$ cat src/rtl/disparity_pkg.sv
// Shared encodings for the stereo disparity subsystem: frame sequencer states,
// disparity core states (both shown on LEDs) and sequencer defaults.
package disparity_pkg;

    localparam int unsigned TIMEOUT_CYCLES_DEF = 2000000;

    typedef enum logic [2:0] {
        ST_IDLE      = 3'd0,
        ST_CAPTURE   = 3'd1,
        ST_START     = 3'd2,
        ST_WAIT_BUSY = 3'd3,
        ST_WAIT_DONE = 3'd4,
        ST_SWAP      = 3'd5
    } frame_state_t;

    typedef enum logic [2:0] {
        CORE_IDLE     = 3'd0,
        CORE_READ     = 3'd1,
        CORE_SEPARATE = 3'd2,
        CORE_SAD      = 3'd3,
        CORE_FINALIZE = 3'd4
    } core_state_t;

endpackage

$ cat src/rtl/disparity_frame_ctrl_if.sv
// Capture front-end and disparity core handshake seen by the frame sequencer.
interface disparity_frame_ctrl_if;

    logic cap_done_l;
    logic cap_done_r;
    logic cap_arm;
    logic disp_idle;
    logic disp_enable;
    logic buffer_ready;

    modport master (
        input  cap_done_l, cap_done_r, disp_idle,
        output cap_arm, disp_enable, buffer_ready
    );

    modport slave (
        output cap_done_l, cap_done_r, disp_idle,
        input  cap_arm, disp_enable, buffer_ready
    );

endinterface

$ cat src/rtl/disparity_frame_ctrl_watchdog.sv
// Cycle watchdog: counts while enabled, flags the cycle the count reaches LIMIT-1.
module watchdog_counter
    import disparity_pkg::*;
#(
    parameter int unsigned LIMIT = TIMEOUT_CYCLES_DEF
) (
    input  logic clk,
    input  logic reset,
    input  logic i_clear,
    input  logic i_enable,
    output logic o_terminal
);

    localparam int unsigned W = (LIMIT > 2) ? $clog2(LIMIT) : 1;

    logic [W-1:0] r_count;

    assign o_terminal = i_enable && (r_count == W'(LIMIT - 1));

    always_ff @(posedge clk) begin
        if (reset || i_clear) begin
            r_count <= '0;
        end else if (i_enable && !o_terminal) begin
            r_count <= r_count + 1'b1;
        end
    end

endmodule

$ cat src/rtl/disparity_frame_ctrl.sv
// Frame sequencer: arm capture, wait for both frames, start the disparity core,
// wait for it to finish, then swap the displayed result bank.
module disparity_frame_ctrl
    import disparity_pkg::*;
#(
    parameter int unsigned TIMEOUT_CYCLES = TIMEOUT_CYCLES_DEF,
    parameter int unsigned CNT_W          = 16
) (
    input  logic                 clk,
    input  logic                 reset,
    input  logic                 run,
    input  logic                 single,
    disparity_frame_ctrl_if.master ctl,
    output logic                 bank_sel,
    output logic [CNT_W-1:0]     frame_count,
    output logic                 busy,
    output logic                 timeout_err,
    output logic [2:0]           state_out
);

    frame_state_t r_state;
    frame_state_t w_next;
    logic         r_got_l;
    logic         r_got_r;
    logic         w_wd_clear;
    logic         w_wd_en;
    logic         w_timeout;

    assign w_wd_clear = (r_state == ST_START);
    assign w_wd_en    = (r_state == ST_WAIT_BUSY) || (r_state == ST_WAIT_DONE);

    watchdog_counter #(
        .LIMIT (TIMEOUT_CYCLES)
    ) u_watchdog (
        .clk        (clk),
        .reset      (reset),
        .i_clear    (w_wd_clear),
        .i_enable   (w_wd_en),
        .o_terminal (w_timeout)
    );

    always_comb begin
        w_next = r_state;
        case (r_state)
            ST_IDLE:      if (run || single) w_next = ST_CAPTURE;
            ST_CAPTURE:   if ((r_got_l || ctl.cap_done_l) && (r_got_r || ctl.cap_done_r))
                              w_next = ST_START;
            ST_START:     w_next = ST_WAIT_BUSY;
            ST_WAIT_BUSY: if (!ctl.disp_idle) w_next = ST_WAIT_DONE;
            ST_WAIT_DONE: if (ctl.disp_idle) w_next = ST_SWAP;
            ST_SWAP:      w_next = run ? ST_CAPTURE : ST_IDLE;
            default:      w_next = ST_IDLE;
        endcase
        // Watchdog abort wins over a same-cycle engine completion.
        if (w_timeout) begin
            w_next = ST_IDLE;
        end
    end

    assign ctl.cap_arm      = (r_state == ST_CAPTURE);
    assign ctl.disp_enable  = (r_state == ST_START);
    assign ctl.buffer_ready = (r_state == ST_START) || (r_state == ST_WAIT_BUSY) ||
                              (r_state == ST_WAIT_DONE);
    assign busy             = (r_state != ST_IDLE);
    assign state_out        = r_state;

    always_ff @(posedge clk) begin
        if (reset) begin
            r_state     <= ST_IDLE;
            r_got_l     <= 1'b0;
            r_got_r     <= 1'b0;
            bank_sel    <= 1'b0;
            frame_count <= '0;
            timeout_err <= 1'b0;
        end else begin
            r_state <= w_next;
            // Flags only live while capturing, so every CAPTURE entry starts clean.
            if (r_state == ST_CAPTURE) begin
                r_got_l <= r_got_l | ctl.cap_done_l;
                r_got_r <= r_got_r | ctl.cap_done_r;
            end else begin
                r_got_l <= 1'b0;
                r_got_r <= 1'b0;
            end
            if (r_state == ST_SWAP) begin
                bank_sel    <= ~bank_sel;
                frame_count <= frame_count + 1'b1;
            end
            if (w_timeout) begin
                timeout_err <= 1'b1;
            end
        end
    end

endmodule

$ cat src/flat_wrapper.sv
// flat-port wrapper written by rule: the top's interface ports become plain ports
module disparity_frame_ctrl_flat import disparity_pkg::*;
#(
    parameter int unsigned TIMEOUT_CYCLES = TIMEOUT_CYCLES_DEF,
    parameter int unsigned CNT_W          = 16
)
  (clk, reset, run, single, bank_sel, frame_count, busy, timeout_err, state_out, ctl_cap_done_l, ctl_cap_done_r, ctl_disp_idle, ctl_cap_arm, ctl_disp_enable, ctl_buffer_ready);
  disparity_frame_ctrl_if ctl_i ();
  input  logic clk;
  input  logic reset;
  input  logic run;
  input  logic single;
  output logic bank_sel;
  output logic [CNT_W-1:0] frame_count;
  output logic busy;
  output logic timeout_err;
  output logic [2:0] state_out;
  input wire logic [$bits(ctl_i.cap_done_l)-1:0] ctl_cap_done_l;
  input wire logic [$bits(ctl_i.cap_done_r)-1:0] ctl_cap_done_r;
  input wire logic [$bits(ctl_i.disp_idle)-1:0] ctl_disp_idle;
  output wire logic [$bits(ctl_i.cap_arm)-1:0] ctl_cap_arm;
  output wire logic [$bits(ctl_i.disp_enable)-1:0] ctl_disp_enable;
  output wire logic [$bits(ctl_i.buffer_ready)-1:0] ctl_buffer_ready;
  assign ctl_i.cap_done_l = ctl_cap_done_l;
  assign ctl_i.cap_done_r = ctl_cap_done_r;
  assign ctl_i.disp_idle = ctl_disp_idle;
  assign ctl_cap_arm = ctl_i.cap_arm;
  assign ctl_disp_enable = ctl_i.disp_enable;
  assign ctl_buffer_ready = ctl_i.buffer_ready;
  disparity_frame_ctrl #(.TIMEOUT_CYCLES(TIMEOUT_CYCLES), .CNT_W(CNT_W)) u_core (.clk(clk), .reset(reset), .run(run), .single(single), .ctl(ctl_i), .bank_sel(bank_sel), .frame_count(frame_count), .busy(busy), .timeout_err(timeout_err), .state_out(state_out));
endmodule
$ cat config.mk
export PLATFORM = sky130hd
export DESIGN_NAME = disparity_frame_ctrl_flat
export DESIGN_NICKNAME = d
export VERILOG_FILES = /design/src/rtl/disparity_pkg.sv /design/src/rtl/disparity_frame_ctrl_if.sv /design/src/rtl/disparity_frame_ctrl_watchdog.sv /design/src/rtl/disparity_frame_ctrl.sv /design/src/flat_wrapper.sv
export SDC_FILE = /design/constraint.sdc
export NUM_CORES = 1
export LEC_CHECK = 0
export ABC_AREA = 1
export BUFFER_PORTS_ARGS = -buffer_cell sky130_fd_sc_hd__buf_4
export CAP_MARGIN = 20
export CORE_ASPECT_RATIO = 1.4
export CORE_MARGIN = 1
export CORE_UTILIZATION = 39
export CTS_CLUSTER_SIZE = 8
export DETAILED_ROUTE_END_ITERATION = 16
export HOLD_SLACK_MARGIN = 0.05
export PLACE_DENSITY = 0.55
export REMOVE_ABC_BUFFERS = 1
export SETUP_SLACK_MARGIN = 0.02
export SLEW_MARGIN = 10
export SYNTH_ARGS = -nofsm -noshare
export SYNTH_HDL_FRONTEND = slang
export SYNTH_SLANG_ARGS = --single-unit
$ cat constraint.sdc
create_clock -name clk -period 3 [get_ports clk]
set_input_delay 0.6 -clock clk [delete_from_list [all_inputs] [get_ports clk]]
set_output_delay 0.6 -clock clk [all_outputs]
set_load 0.01 [all_outputs]
==> results.yml, run 1 <==
clock_tree:
  cts_setup_buffers: 0
  cts_tree: "done"
  numCtsBuffers: 5
  post_cts_resized: 0
  hold_buffers: 0
  clkLatencyLatePin_ns: 0.30
  cts_max_path_buffers: 2
  clockRootBuffer: "clkbuf_8"
  htree_levels: 2
  path_clk_slew_ns: 0.08
  cts.sinks: 44
sta:
  holdWs_ns: 0.4647
  max_freq_mhz: 507.4
  finalMaxSlewViolations: 0
  rsz0062_at_grt: "no"
  fin_skew_ns: 0.005059
  final_hold_viol_count: 0
  slew_headroom_pct: 70.59
  setup_viol: 0
  period_needed_ns: 1.971
  setup_tns_ns: 0
  tightest_slew_ns: 0.4406
  timing.final.crit_share_pct: 65.70
pwr:
  p_leak_uw: 0.001056
  ir_worst_vdd_mv: 0.3334
  p_per_area_nw_per_um2: 527.3
routing:
  first_pass_iters: 4
  via_per_inst: 5.004
  vias: 2307
  drt-initial-drc-count: 100
  drt-total-wl_um: 5623
  route.detailed.drc: 0
  routedWlPerCell_um: 12.20
  ant_nets: 0
logic_synthesis:
  yosysTopAreaCellShare_pct: 35.75
  synth_common_cells: "nand2_1 (80), nor2_1 (46), dfxtp_1 (44)"
  ys_warn_count: 0
  netlist_instances: 358
  ys_types: 34
  async_flop_share_pct: 0
  synth_area_leaders: "dfxtp_1 (36%), nand2_1 (12%), nor2_1 (7.0%), inv_1 (6.6%), a21oi_1 (5.7%)"
  synth_seq_cells: 44
  synth_edf_count: 0
  ys_seq_area_share_pct: 35.75
  syn_area_um2: 2464
  yosysMostFrequentCell: "nand2_1"
  synthFlopType: "dfxtp_1"
  yosysTopAreaCell: "dfxtp_1"
  syn_avg_cell_area_um2: 6.882
floorplan:
  die_area_um2: 6643
  initial_core_util_pct: 41.15
  die_height_um: 96.04
  io_pins: 32
  die_w_um: 69.17
  fp-row-count: 33
  core_um2: 5987
global_routing:
  grt_pass1_wl_um: 9570
  grt_max_degree: 18
  grt_pass1_vias: 2142
  grt_util_met3_pct: 3.141
  busiest_layer: "met2"
  use_met2_pct: 34.22
  met1_usage_pct: 20.12
  gr-usage-all-layers_pct: 18.05
  gr-total-overflow: 0
  antenna_found_initial: 0
critical_path:
  crit_type: "reg2out"
  startpoint_type: "register"
  r2r_cells: 8
  crit_required_ns: 2.40
  crit_fanout: 8
  crit_path_end_kind: "output pin"
  cp.arrival_ns: 1.37
layout:
  diodes: 0
  utilization_pct: 47.75
  finish.net_count: 399
  drive_above_1_share_pct: 18.93
  fillCellCount: 645
  area_delta_synth_final_pct: 16.05
worst_hold_path:
  min-delay-path-class: "reg2reg"
  holdPathStages: 2
status:
  status: "finished, final reports clean"
place:
  io_buffers: 31
  dp_hpwl_um: 4283
  gp_congestion: 0.8142
run:
  maxCapViolCount: 0
[per-stage QoR]
step | setup slack [ns] | power, µW | std cells | cell area [µm²]
6_report | 1.029 | 1508 | 461 | 2859
3_3_place_gp | 1.135 | 1074 | 453 | 2748
3_5_place_dp | 1.108 | 1069 | 453 | 2748
2_1_floorplan | 1.511 | 921.9 | 352 | 2427
4_1_cts | 0.9938 | 1531 | 461 | 2859
5_1_grt | 0.8930 | 1603 | 461 | 2859
[layer usage]
layer	vias to the layer above	share of wire, %
li1	1219	-
met5	-	0
met2	39	53
met4	0	1.5
met3	8	2.5
met1	1041	42
[flip-flops by register name (all words and copies together), names as in the netlist]
| register | cells |
|---|---|
| u_core.bank_sel | 1 |
| u_core.timeout_err | 1 |
| u_core.u_watchdog.r_count | 21 |
| u_core.frame_count | 16 |
| u_core.r_got_r | 1 |
| u_core.r_got_l | 1 |
| u_core.state_out | 3 |
[report_power, final]
part           total (µW)  internal [µW]  switching [µW]
registers             668            613            54.8
logic                 382            148             234
clock network         458            247             211
[cell usage in the layout (no fill, tap or decap), types with 2 or more instances in the layout]
master and n:
a21oi_1 28, a21oi_2 2, buf_4 31, clkbuf_8 5, dfxtp_1 44, ha_1 2, inv_1 43, inv_2 4
nand2_1 80, nand2_2 6, nand2_4 2, nand3_1 23, nand3_2 2, nand3_4 4, nand4_1 9, nor2_1 46
nor2_2 5, nor2_4 4, nor3_1 5, nor3_2 5, o21ai_0 17, o21ai_1 3, xnor2_1 2, xor2_1 8
[worst max-delay path: stages (launching register included)]
cell and delay (ns):
dfxtp_1 0.56, inv_1 0.11, nor3_2 0.23, buf_4 0.18
[cells by family (layout without fill, tap and decap cells)]
family	count (synthesis)	count (layout)	share of synthesized area, %
AOI/OAI and AO/OA	53	53	11.38
xor gates and xnor gates	10	10	3.555
adders and majority gates	2	2	1.016
buffers and inverters	54	87	8.786
DFF	44	44	35.75
and+or+nand+nor	195	195	39.51
[area by class of cell]
type	count	area (µm²)	area share [%]
multi-input cells	260	1366	47.79
flip-flops and latches	44	880.8	30.81
repair buffers	31	232.7	8.140
inverters	48	180.2	6.302
well taps	70	87.58	3.063
clock buffers	5	68.82	2.407
clock inverters	3	42.54	1.488
[path summary, 6_finish.rpt]
kind	start	end	slack, ns
worst max-delay path	u_core.state_out[0]	ctl_cap_arm	1.03
worst min register to register	u_core.r_got_l	u_core.r_got_l	0.46
worst max register to register	u_core.u_watchdog.r_count[0]	u_core.state_out[0]	1.27
worst min-delay path	u_core.r_got_l	u_core.r_got_l	0.46
Note: power is estimated with default switching activity, not from simulation.
==> run 2: changes to the inputs <==
PLACE_DENSITY = 0.57   (was 0.55)
clock period = 1.6 ns   (was 3 ns; I/O delays follow)
==> run 2 against run 1 <==
Against the previous run: clock power increased by 59%; global-route usage increased by 0.51 points; wire length increased by 3.6%; cell count increased by 2.8%; power increased by 86%; via count increased by 0.78%; register-to-register slack got worse by 1.1 ns; critical path depth unchanged; clock-buffer cell count increased by 1; critical path type unchanged; highest routed layer unchanged.
==> results.yml, run 2 (synthesis results as in run 1) <==
pwr:
  p_clk_share_pct: 25.9
  p_comb_share_pct: 28.6
  p_int_uw: 1839
  switching_share_pct: 34.47
  p_sw_uw: 967.4
  p_leak_uw: 0.001135
  p_per_area_nw_per_um2: 926.8
  ir_worst_vdd_mv: 0.5498
  seqPwrFrac_pct: 45.5
layout:
  utilization_pct: 50.57
  final_cell_mix: "nand2_1 (79), buf_4 (44), nor2_1 (43), inv_1 (42), dfxtp_1 (38)"
  finalInstanceArea_um2: 3028
  diodes: 0
  layout_commonest_cell: "nand2_1"
  finish.net_count: 412
  largest-register: "u_core.u_watchdog.r_count"
  largest_reg_flops: 21
  area_delta_synth_final_pct: 22.90
  drive_above_1_share_pct: 25.00
sta:
  rsz0062_at_grt: "yes"
  tightest_slew_ns: 0.3260
  finalMaxSlewViolations: 0
  max_freq_mhz: 664.0
  slew_headroom_pct: 78.07
  setup_tns_ns: 0
  setup_viol: 0
  final_hold_viol_count: 0
  fin_skew_ns: 0.01042
  period_needed_ns: 1.506
  timing.final.crit_share_pct: 94.13
critical_path:
  crit_slowest_cell: "dfxtp_2"
  cp.arrival_ns: 1.19
  crit_chain: "inv_4 -> nor3_2 -> buf_4"
  r2r-start: "u_core.u_watchdog.r_count[1]"
  crit_fanout: 6
  crit_path_end_kind: "output pin"
  r2r_cells: 8
  worst-r2r-setup-slack_ns: 0.13
  crit_type: "reg2out"
  slowest_delay_ns: 0.45
  crit_required_ns: 1.28
  rr_endpoint: "u_core.u_watchdog.r_count[18]"
  startpoint_type: "register"
clock_tree:
  htree_levels: 2
  path_clk_slew_ns: 0.08
  cts_tree: "done"
  hold_buffers: 0
  cts.sinks: 44
  clkLatencyLatePin_ns: 0.30
  cts_max_path_buffers: 2
  numCtsBuffers: 5
  clockRootBuffer: "clkbuf_8"
routing:
  route.detailed.drc: 0
  drt-total-wl_um: 5823
  routedWlPerCell_um: 12.28
  first_pass_iters: 4
  vias: 2325
  via_per_inst: 4.905
  drt-initial-drc-count: 88
  ant_nets: 0
place:
  gp_congestion: 0.8539
  dp_hpwl_um: 4451
  io_buffers: 31
  placed_cell_area_um2: 2823
global_routing:
  grt_pass1_vias: 2256
  gr-total-overflow: 0
  antenna_found_initial: 0
  grt_max_degree: 14
  gr-usage-all-layers_pct: 18.56
  grt_pass1_wl_um: 9970
floorplan:
  die_area_um2: 6643
  io_pins: 32
  fp-row-count: 33
  initial_core_util_pct: 41.15
  die_w_um: 69.17
  die_height_um: 96.04
  core_um2: 5987
worst_hold_path:
  min-delay-start: "reset"
  min-delay-path-class: "in2reg"
  hold_end: "u_core.frame_count[0]"
  holdPathStages: 2
status:
  status: "finished, final reports clean"
run:
  maxCapViolCount: 0
-- run 2: changes by cell type in the layout (fill, tap and decap cells not counted), sizes merged --
cell and change:
buf +13, clkinvlp -1, clkinv +1, clkbuf +1, bufinv -1
-- run 2: how the worst max path moves through the flow --
stage | start | end | slack (ns)
floorplan | u_core.state_out[2] | u_core.frame_count[15] | 0.13
global placement | u_core.u_watchdog.r_count[1] | u_core.u_watchdog.r_count[1] | -0.04
detailed placement | u_core.u_watchdog.r_count[1] | u_core.u_watchdog.r_count[1] | -0.05
CTS | u_core.u_watchdog.r_count[1] | u_core.u_watchdog.r_count[1] | 0.03
global route | u_core.u_watchdog.r_count[0] | u_core.state_out[0] | 0.009
finish | u_core.state_out[1] | ctl_disp_enable | 0.09
-- run 2: final cells by class --
type | instances | area [µm²]
Inverter | 48 | 182.7
Clock inverter | 2 | 10.01
Clock buffer | 6 | 82.58
Tap cell | 70 | 87.58
Timing Repair Buffer | 44 | 330.3
Sequential cell | 44 | 893.4
Multi-Input combinational cell | 260 | 1441
Fill cell | 624 | 2959
-- run 2: layer usage --
layer / wire [µm] / track usage, % / vias to the layer above / share of wire [%]
met5: 0 / 0 / - / 0
met4: 127 / 7.993 / 0 / 2.2
met3: 189 / 3.141 / 12 / 3.2
met2: 3100 / 35.68 / 32 / 53
met1: 2406 / 19.91 / 1038 / 41
li1: - / - / 1243 / -
-- run 2: critical path: cells and delay by family, from the launching register on --
kind                   cells  cell delay [ns]
buffers and inverters      2             0.25
and+or+nand+nor            1             0.20
DFF                        1             0.45
-- run 2: through the flow --
stage / setup WS [ns] / instances / total power, µW / hold slack, ns
2_1_floorplan: 0.1294 / 352 / 1728 / 0.3891
3_3_place_gp: -0.03577 / 463 / 2055 / 0.4503
3_5_place_dp: -0.05131 / 463 / 2053 / 0.4495
4_1_cts: 0.03115 / 471 / 2796 / 0.2523
5_1_grt: 0.008742 / 474 / 2988 / 0.2533
6_report: 0.09399 / 474 / 2806 / 0.2537
-- run 2: power groups by stage --
| stage | Sequential [µW] | Clock [µW] | Combinational (µW) |
|---|---|---|---|
| floorplan | 1270 | 0 | 455 |
| global placement | 1270 | 0 | 786 |
| detailed placement | 1270 | 0 | 781 |
| CTS | 1250 | 746 | 797 |
| global route | 1290 | 784 | 913 |
| finish | 1280 | 727 | 803 |
-- run 2: repair_timing --
item	4_1_cts	5_1_grt
pin swaps	1	2
resized for setup	5	20
setup buffers	0	3
hold endpoints to repair	0	0
setup endpoints to repair	12	29
